===== config.mk =====
export PLATFORM = sky130hd
export DESIGN_NAME = stack
export DESIGN_NICKNAME = d
export VERILOG_FILES = /design/src/rtl/stack.sv
export SDC_FILE = /design/constraint.sdc
export NUM_CORES = 1
export LEC_CHECK = 0
export CAP_MARGIN = 30
export CORE_ASPECT_RATIO = 1.1
export CORE_MARGIN = 4
export CORE_UTILIZATION = 60
export CTS_CLUSTER_DIAMETER = 30
export DETAILED_ROUTE_END_ITERATION = 8
export GPL_ROUTABILITY_DRIVEN = 0
export GPL_TIMING_DRIVEN = 0
export PLACE_DENSITY = 0.79
export SYNTH_ARGS = -nofsm -noshare
export SYNTH_HDL_FRONTEND = slang
export SYNTH_SLANG_ARGS = --single-unit

===== constraint.sdc =====
create_clock -name clk -period 7 [get_ports clk]
set_clock_uncertainty 0.15 [all_clocks]
set_input_delay 2.1 -clock clk [delete_from_list [all_inputs] [get_ports clk]]
set_output_delay 2.1 -clock clk [all_outputs]
set_load 0.03 [all_outputs]

===== src/rtl/stack.sv =====
// Synchronous LIFO stack: single-cycle push/pop, registered read port,
// combinational full/empty decoded from the registered occupancy count.
// Ports:
//   clk      - system clock, rising edge
//   rst      - synchronous active-high reset (clears count and data_out)
//   push     - write data_in onto the top of the stack
//   pop      - remove the top entry and present it on data_out
//   data_in  - word to push
//   data_out - registered, last popped word
//   empty    - stack holds 0 entries
//   full     - stack holds DEPTH entries
module stack #(
  parameter int unsigned WIDTH = 8,
  parameter int unsigned DEPTH = 16
) (
  input  logic             clk,
  input  logic             rst,
  input  logic             push,
  input  logic             pop,
  input  logic [WIDTH-1:0] data_in,
  output logic [WIDTH-1:0] data_out,
  output logic             empty,
  output logic             full
);

  localparam int unsigned CW = $clog2(DEPTH + 1);
  localparam int unsigned AW = (DEPTH > 1) ? $clog2(DEPTH) : 1;

  logic [WIDTH-1:0] mem_q [DEPTH];
  logic [CW-1:0]    count_q, count_d;
  logic [WIDTH-1:0] data_out_q, data_out_d;

  logic             we;
  logic [AW-1:0]    waddr;
  logic [AW-1:0]    top_addr;
  logic [AW-1:0]    free_addr;

  // Status decode from the registered count only
  assign empty     = (count_q == '0);
  assign full      = (count_q == CW'(DEPTH));
  assign data_out  = data_out_q;

  // Top entry sits at count-1; next free slot at count (only used when not full)
  assign top_addr  = AW'(count_q - CW'(1));
  assign free_addr = AW'(count_q);

  // Next-state and memory write control
  always_comb begin
    count_d    = count_q;
    data_out_d = data_out_q;
    we         = 1'b0;
    waddr      = free_addr;
    unique case ({push, pop})
      2'b10: begin
        if (!full) begin
          we      = 1'b1;
          count_d = count_q + CW'(1);
        end
      end
      2'b01: begin
        if (!empty) begin
          data_out_d = mem_q[top_addr];
          count_d    = count_q - CW'(1);
        end
      end
      2'b11: begin
        // Replace the top entry; an empty stack passes data_in straight through
        if (!empty) begin
          data_out_d = mem_q[top_addr];
          we         = 1'b1;
          waddr      = top_addr;
        end else begin
          data_out_d = data_in;
        end
      end
      default: ;
    endcase
  end

  // Control state; reset wins over push/pop
  always_ff @(posedge clk) begin
    if (rst) begin
      count_q    <= '0;
      data_out_q <= '0;
    end else begin
      count_q    <= count_d;
      data_out_q <= data_out_d;
    end
  end

  // Storage array, not reset
  always_ff @(posedge clk) begin
    if (we && !rst) begin
      mem_q[waddr] <= data_in;
    end
  end

endmodule


### Word level (Yosys, flattened, before mapping)

Memories as Yosys holds them, arrays and structs flattened.
Index checks and enable logic that the tools add are counted.

* register bits: 13
* bits in read-only memories: 0
* output and inout bits: 10
* memories: 1
* latch bits: 0
* RAM bits: 128
* word-level logic and storage cells: 31

* mux-type cells: 13
* equality and inequality tests: 6
* shifts and indexed selects: 0
* multipliers: 0
* magnitude comparators: 0
* $add $sub $neg: 2
* bitwise operators: 0
* reductions and logical operators: 7
* div/mod/pow operators: 0

Memories
* mem_q: depth 16, bits a word 8, read ports 1, clocked after memory_dff 0, write ports 1, RTL line 29 `logic [WIDTH-1:0] mem_q [DEPTH];`

Operator list (count)
* 8-bit two-way mux: 2
* 8-bit one-hot mux with 2 select lines: 1
* 5-bit two-way mux: 2
* 5-bit one-hot mux with 2 select lines: 1
* 4-bit two-way mux: 2
* 5-bit by 1-bit adder with 5-bit output (second input constant): 1
* 5-bit equality test (second input constant): 1
* 5-bit zero test: 1
* 5-bit by 1-bit subtractor with 5-bit output (second input constant): 1
* 2-bit equality test (second input constant): 2
* 1-bit two-way mux: 4
* 2-bit != test (second input constant): 2
* 2-bit nonzero test: 2
* 3-bit AND reduction: 1
* 2-bit by 1-bit equality test with 1-bit output (second input constant): 1
* 1-bit one-hot mux with 2 select lines: 1
* 2-bit AND reduction: 1
* 1-bit logical AND: 1
* 1-bit zero test: 1

### Longest topological paths before layout

Gate-level depths: netlist of the first run.

* word-level depth: 6
* mapped depth: 10
* gate-level depth less buffers: 7

### Worst setup path after synthesis of the first run

No wires, ideal clock.

* kind: register to output
* start: register count_q[0]
* end: output port full
* stages on the path, launching flop included: 7
* arrival: 1.797 ns
* data required time: 4.750 ns
* path slack: 2.953 ns
* path buffers: 2
* cells stage by stage: dfxtp_1 clkbuf_1 buf_2 inv_1 ha_1 nor3b_1 and2_1

* longest elaborated chain between the ends: 1

Ends and longest elaborated chain
* from (decl): RTL line 30 `logic [CW-1:0] count_q, count_d;`
* from (signal assigned): RTL line 86 `count_q <= count_d;`
* 5-bit equality test: RTL line 40 `assign full = (count_q == CW'(DEPTH));`
* to (decl): RTL line 23 `output logic full`

No other way between the ends.

### Worst setup path after layout of the first run

Same ends and word-level chain as after synthesis.

==> impl_metrics.ini, run 1 <==
[timing]
maxSlewHeadroom_pct = 39.79
fin_crit_sh_pct = 77.69
slew_viol_final = 0
worst_slew_pin_slew_ns = 0.8998
hold_ws_ns = 0.4128
fmax_mhz = 183.9
fin_tns_setup_ns = 0
setup_violations = 0
rsz0062_at_grt = false
period_needed_ns = 5.438
finalHoldViolations = 0

[floorplanning]
top_level_ports = 22
initial_core_util_pct = 62.45
die_w_um = 103.0
die_y_um = 112.5
core_area_sq_um = 9537
fp-row-count = 37
die_area_sq_um = 11590

[outcome]
status = complete, no violations

[cts]
clk_pin_slew_ns = 0.06
numCtsBuffers = 17
cts_tree = done
cts_resized = 0
htreeDepth = 4
cts.sinks = 141
clk_latency_ns = 0.53
clk_path_buf_depth = 2
cts_setup_buffers = 0
clock-root-buffer = clkbuf_8
cts_hold_buffers = 0

[logic_synthesis]
synth-main-ff-cell = edfxtp_1
synthSimpleGateAreaFrac_pct = 5.630
yosysWarnings = 0
synth_top_family_by_area = multiplexers
synth_edf_count = 128
yosysTopAreaCellShare_pct = 64.54
syn_area_per_cell_sq_um = 17.89
async_reset_ff_share_pct = 0
muxShareOfSynthArea_pct = 17.16
synth_xor_area_share_pct = 0.5672
yosys_register_bits = 141
synth_top_area_cell = edfxtp_1
yosys-top-cells-area = edfxtp_1 65%, mux4_2 12%, dfxtp_1 4.4%
synthAdderAreaFrac_pct = 0.4202
ys_seq_area_share_pct = 68.91
synth_area_sq_um = 5956
synth_fp_nets = 347
postSynthCellCount = 333
synth.distinct_cells = 42
synth_compound_area_share_pct = 5.336

[place]
portBuffers = 20
hpwl_um = 7676

[route]
ant_nets = 0
num_vias = 3258
drtIter0Drc = 276
drt-pass1-iter-count = 5
post-route-drc-count = 0
wl_um = 12620
viasPerCell = 6.490
wl_per_cell_um = 25.14

[global_routing]
grt_overflow_total = 0
grt_pass1_vias = 3242
antenna_found_initial = 0
grt_first_pass_wirelength_um = 19320
grt_max_degree = 18
grt_use_total_pct = 23.98

[finish]
nNetsFinal = 386
fillers = 588
areaGrowthSynthToFinish_pct = 16.05
drive_gt1_share_pct = 23.90
antenna_cells = 0

[pwr]
power.leakage_nw = 2.295
ir_drop_mv = 0.2229
power_density_nw_per_um2 = 378.2

[setup_path]
criticalPathCategory = flip-flop to primary output
critPathMaxStageDelay_ns = 0.66
cp-end-kind = primary output
arrival_ns = 3.19
slowest_stage = clkdlybuf4s50_1
cp.required_ns = 4.75
cp_top_family = buffers and inverters
start_kind = flip-flop
crit_chain = clkbuf_1 > buf_2 > inv_1 > ha_1 > nor3b_1 > and2_1 > clkdlybuf4s50_1
critPathMaxFanout = 10
path_buf_inv = 4

[flow_run]
maxCapViolCount = 0

[hold_path]
hold_class = flip-flop to flip-flop
-- cell type report --
cell class              count  area, sq um  share of cell area, %
multi-input cells         170         1734                  25.09
flip-flops and latches    141         4104                  59.38
clock inverters             9        132.6                  1.919
inverters                   5        18.77                 0.2715
plain buffers              17        98.84                  1.430
clock buffers              23        476.7                  6.897
repair buffers             20        200.2                  2.896
well taps                 117        146.4                  2.118
-- cell families after synthesis --
kind of cell	after synthesis
compound gates	39
xor+xnor	3
fa+ha+maj	2
buf+inv	22
flops	141
mux	58
simple gates	68
-- cell usage after synthesis (2+ instances only) --
cell and n:
and2_1 4, nand4b_1 2, mux2i_1 17, a31oi_1 5, and4_1 2, a211oi_1 3, ha_1 2, buf_2 4
a2111oi_2 8, o21bai_1 2, mux4_2 32, clkbuf_1 7, inv_1 5, a22oi_1 2, o21ai_0 9, o211ai_1 2
and3_1 3, buf_6 2, dfxtp_1 13, mux2_4 8, nand2_1 9, nor2b_1 2, a21boi_0 2, nor4_1 3
a21oi_1 3, edfxtp_1 128, buf_4 4, or3_1 2, nor2_1 35
-- state kept, by name, indices dropped and copies added (netlist names) --
register  cells
mem_q       128
data_out      8
count_q       5
-- layer usage --
metal / up-vias / GRT usage, % / wire length (um)
met5: - / 0 / 0
met4: 0 / 10.36 / 282
met3: 25 / 5.531 / 906
met2: 155 / 34.70 / 6034
met1: 1652 / 35.25 / 5396
li1: 1426 / - / -
-- tightest hold or removal path: stages, from the launching register on --
cell	delay [ns]
dfxtp_1	0.32
nor2_1	0.13
a2111oi_2	0.06
-- placed cells by master, fill, tap and decap left out, types with 2 or more instances in the layout --
cell type,n
or3_1,2
mux2i_1,17
clkdlybuf4s50_1,20
o211ai_1,2
a21oi_1,3
a211oi_1,3
clkbuf_16,16
nand2_1,9
clkinvlp_4,2
nor4_1,3
buf_4,4
clkinv_2,2
a22oi_1,2
and3_1,3
nor2b_1,2
mux4_2,32
a31oi_1,5
edfxtp_1,128
o21bai_1,2
and2_1,4
nor2_1,35
bufinv_16,3
dfxtp_1,13
mux2_4,8
buf_6,2
ha_1,2
a2111oi_2,8
clkbuf_8,5
a21boi_0,2
and4_1,2
clkbuf_1,9
nand4b_1,2
o21ai_0,9
inv_1,5
buf_2,4
-- path summary, 6_finish.rpt --
check / from / endpoint / slack, ns / depth (start not counted)
worst max-delay path: count_q[0] / full / 1.56 / 7
worst min register to register: data_out[0] / data_out[0] / 0.41 / 2
worst max register to register: count_q[0] / mem_q[12][2] / 3.21 / 9
worst min-delay path: data_out[0] / data_out[0] / 0.41 / 2
-- stage by stage --
stage	cells	cell area [sq um]	power (W)	setup WS, ns	util [%]
finish	502	6912	0.002614	1.562	72.47
global route	502	6912	0.002716	1.283	72.47
CTS	502	6912	0.002627	1.564	72.47
detailed placement	470	6302	0.001710	2.140	66.09
global placement	470	6302	0.001697	2.182	66.09
floorplan	333	5956	0.001516	2.953	-
-- power breakdown --
| group | internal (W) | switching (W) |
|---|---|---|
| clock network | 0.000581 | 0.000331 |
| logic | 0.000334 | 0.000390 |
| registers | 0.000956 | 0.0000225 |
| total | 0.00187 | 0.000743 |
Note: power is estimated with default switching activity, not from simulation.
==> inputs of run 2 (changes only) <==
- CORE_UTILIZATION: 60 -> 55
- PLACE_DENSITY: 0.79 -> 0.76
- clock period: 7 -> 4.5 ns (I/O delays scaled with it)
==> impl_metrics.ini, run 2 (synthesized netlist as in run 1, its figures left out) <==
[cts]
cts.sinks = 141
htreeDepth = 4
clock-root-buffer = clkbuf_16
numCtsBuffers = 17
clk_pin_slew_ns = 0.06
cts_tree = done
clk_path_buf_depth = 2
clk_latency_ns = 0.41

[timing]
fin_crit_sh_pct = 95.95
hold_ws_ns = 0.4008
setup_violations = 0
fin_tns_setup_ns = 0
rsz0062_at_grt = false
fmax_mhz = 231.6
setup_ws_ns = 0.1824
worst_slew_pin_slew_ns = 0.8121
maxSlewHeadroom_pct = 45.66
period_needed_ns = 4.318
slew_viol_final = 0
finalHoldViolations = 0

[global_routing]
grt_first_pass_wirelength_um = 19420
antenna_found_initial = 0
grt_max_degree = 18
grt_overflow_total = 0
grt_use_total_pct = 22.06
grt_pass1_vias = 3242

[route]
wl_um = 12680
wl_per_cell_um = 24.02
ant_nets = 0
post-route-drc-count = 0
num_vias = 3237
viasPerCell = 6.131
drt-pass1-iter-count = 5
drtIter0Drc = 254

[setup_path]
r2r.worst_path.cells = 9
r2r-start = count_q[0]
critPathMaxFanout = 10
cp-end-kind = primary output
start_kind = flip-flop
arrival_ns = 2.82
regToRegSetupSlack_ns = 0.77
crit-reg2reg-capture = mem_q[12][5]
startpoint = count_q[0]
cp.required_ns = 3.00
criticalPathCategory = flip-flop to primary output

[place]
portBuffers = 20
place_ws_ns = 0.3894
hpwl_um = 7980

[flow_run]
maxCapViolCount = 0

[pwr]
intPower_w = 0.002989
seqPwrFrac_pct = 36.5
ir_drop_mv = 0.2755
clkPwrFrac_pct = 36.4
power.leakage_nw = 2.310
power_density_nw_per_um2 = 596.3
p_switching_w = 0.001176
switching_share_pct = 28.24
power_frac_comb_pct = 27.1

[floorplanning]
die_area_sq_um = 12560
initial_core_util_pct = 56.77
top_level_ports = 22
die_w_um = 107.2
core_area_sq_um = 10490
fp-row-count = 39
die_y_um = 117.1

[finish]
mostFrequentLayoutCells = 128 x edfxtp_1, 35 x nor2_1, 32 x mux4_2
fillers = 691
final_common_cell = edfxtp_1
largest_register = mem_q
largest_reg_flops = 128
drive_gt1_share_pct = 23.90
nNetsFinal = 386
areaGrowthSynthToFinish_pct = 17.27
final_util_pct = 66.57
antenna_cells = 0

[hold_path]
hold_class = flip-flop to flip-flop
hold_start = data_out[5]
min_delay_worst_endpoint = data_out[5]
whs_path_depth = 2

[outcome]
status = complete, no violations
## run 2: power groups by stage
stage / clock, W / sequential, W / combinational, W
after floorplan: 0 / 0.00158 / 0.000775
after global placement: 0 / 0.00154 / 0.00110
after detailed placement: 0 / 0.00155 / 0.00112
after CTS: 0.00153 / 0.00152 / 0.00113
after global routing: 0.00159 / 0.00153 / 0.00119
final: 0.00151 / 0.00152 / 0.00113
## run 2: worst max path at each step
stage / endpoint / slack, ns / depth (start not counted)
final: full / 0.18 / 7
after global routing: full / 0.006 / 7
after CTS: full / 0.16 / 7
after detailed placement: empty / 0.39 / 7
after global placement: full / 0.41 / 7
after floorplan: full / 1.20 / 6
## run 2: layer usage
layer  share of wire, %  GRT usage, %
met5                  0             0
met4                3.2         10.32
met3                7.5         4.827
met2                 50         34.71
met1                 40         29.82
## run 2: repair_timing
item,4_1_cts,5_1_grt
hold buffers,0,0
gates resized for setup,2,0
endpoints found under the setup margin,2,0
setup buffers,0,0
hold endpoints to repair,0,0
## run 2: worst max-delay path, cell delays in order, from the launching register on
cell and delay (ns):
dfxtp_1 0.31, clkbuf_1 0.17, buf_2 0.23, inv_1 0.15, ha_1 0.30, nor3b_2 0.40
and2_1 0.18, clkdlybuf4s50_1 0.66
## run 2: area by class of cell
class	instances	area (sq um)	share of cell area, %
plain buffers	17	98.84	1.415
clock inverters	14	216.5	3.099
well taps	143	178.9	2.562
repair buffers	20	198.9	2.848
flip-flops and latches	141	4104	58.76
inverters	5	18.77	0.2687
clock buffers	18	429.2	6.145
multi-input cells	170	1739	24.90
## run 2: per-stage QoR
step	cell area [sq um]	total power, W	instances
global placement	6335	0.002639	496
detailed placement	6335	0.002669	496
floorplan	5956	0.002358	333
CTS	6984	0.004177	528
global route	6984	0.004309	528
finish	6984	0.004165	528
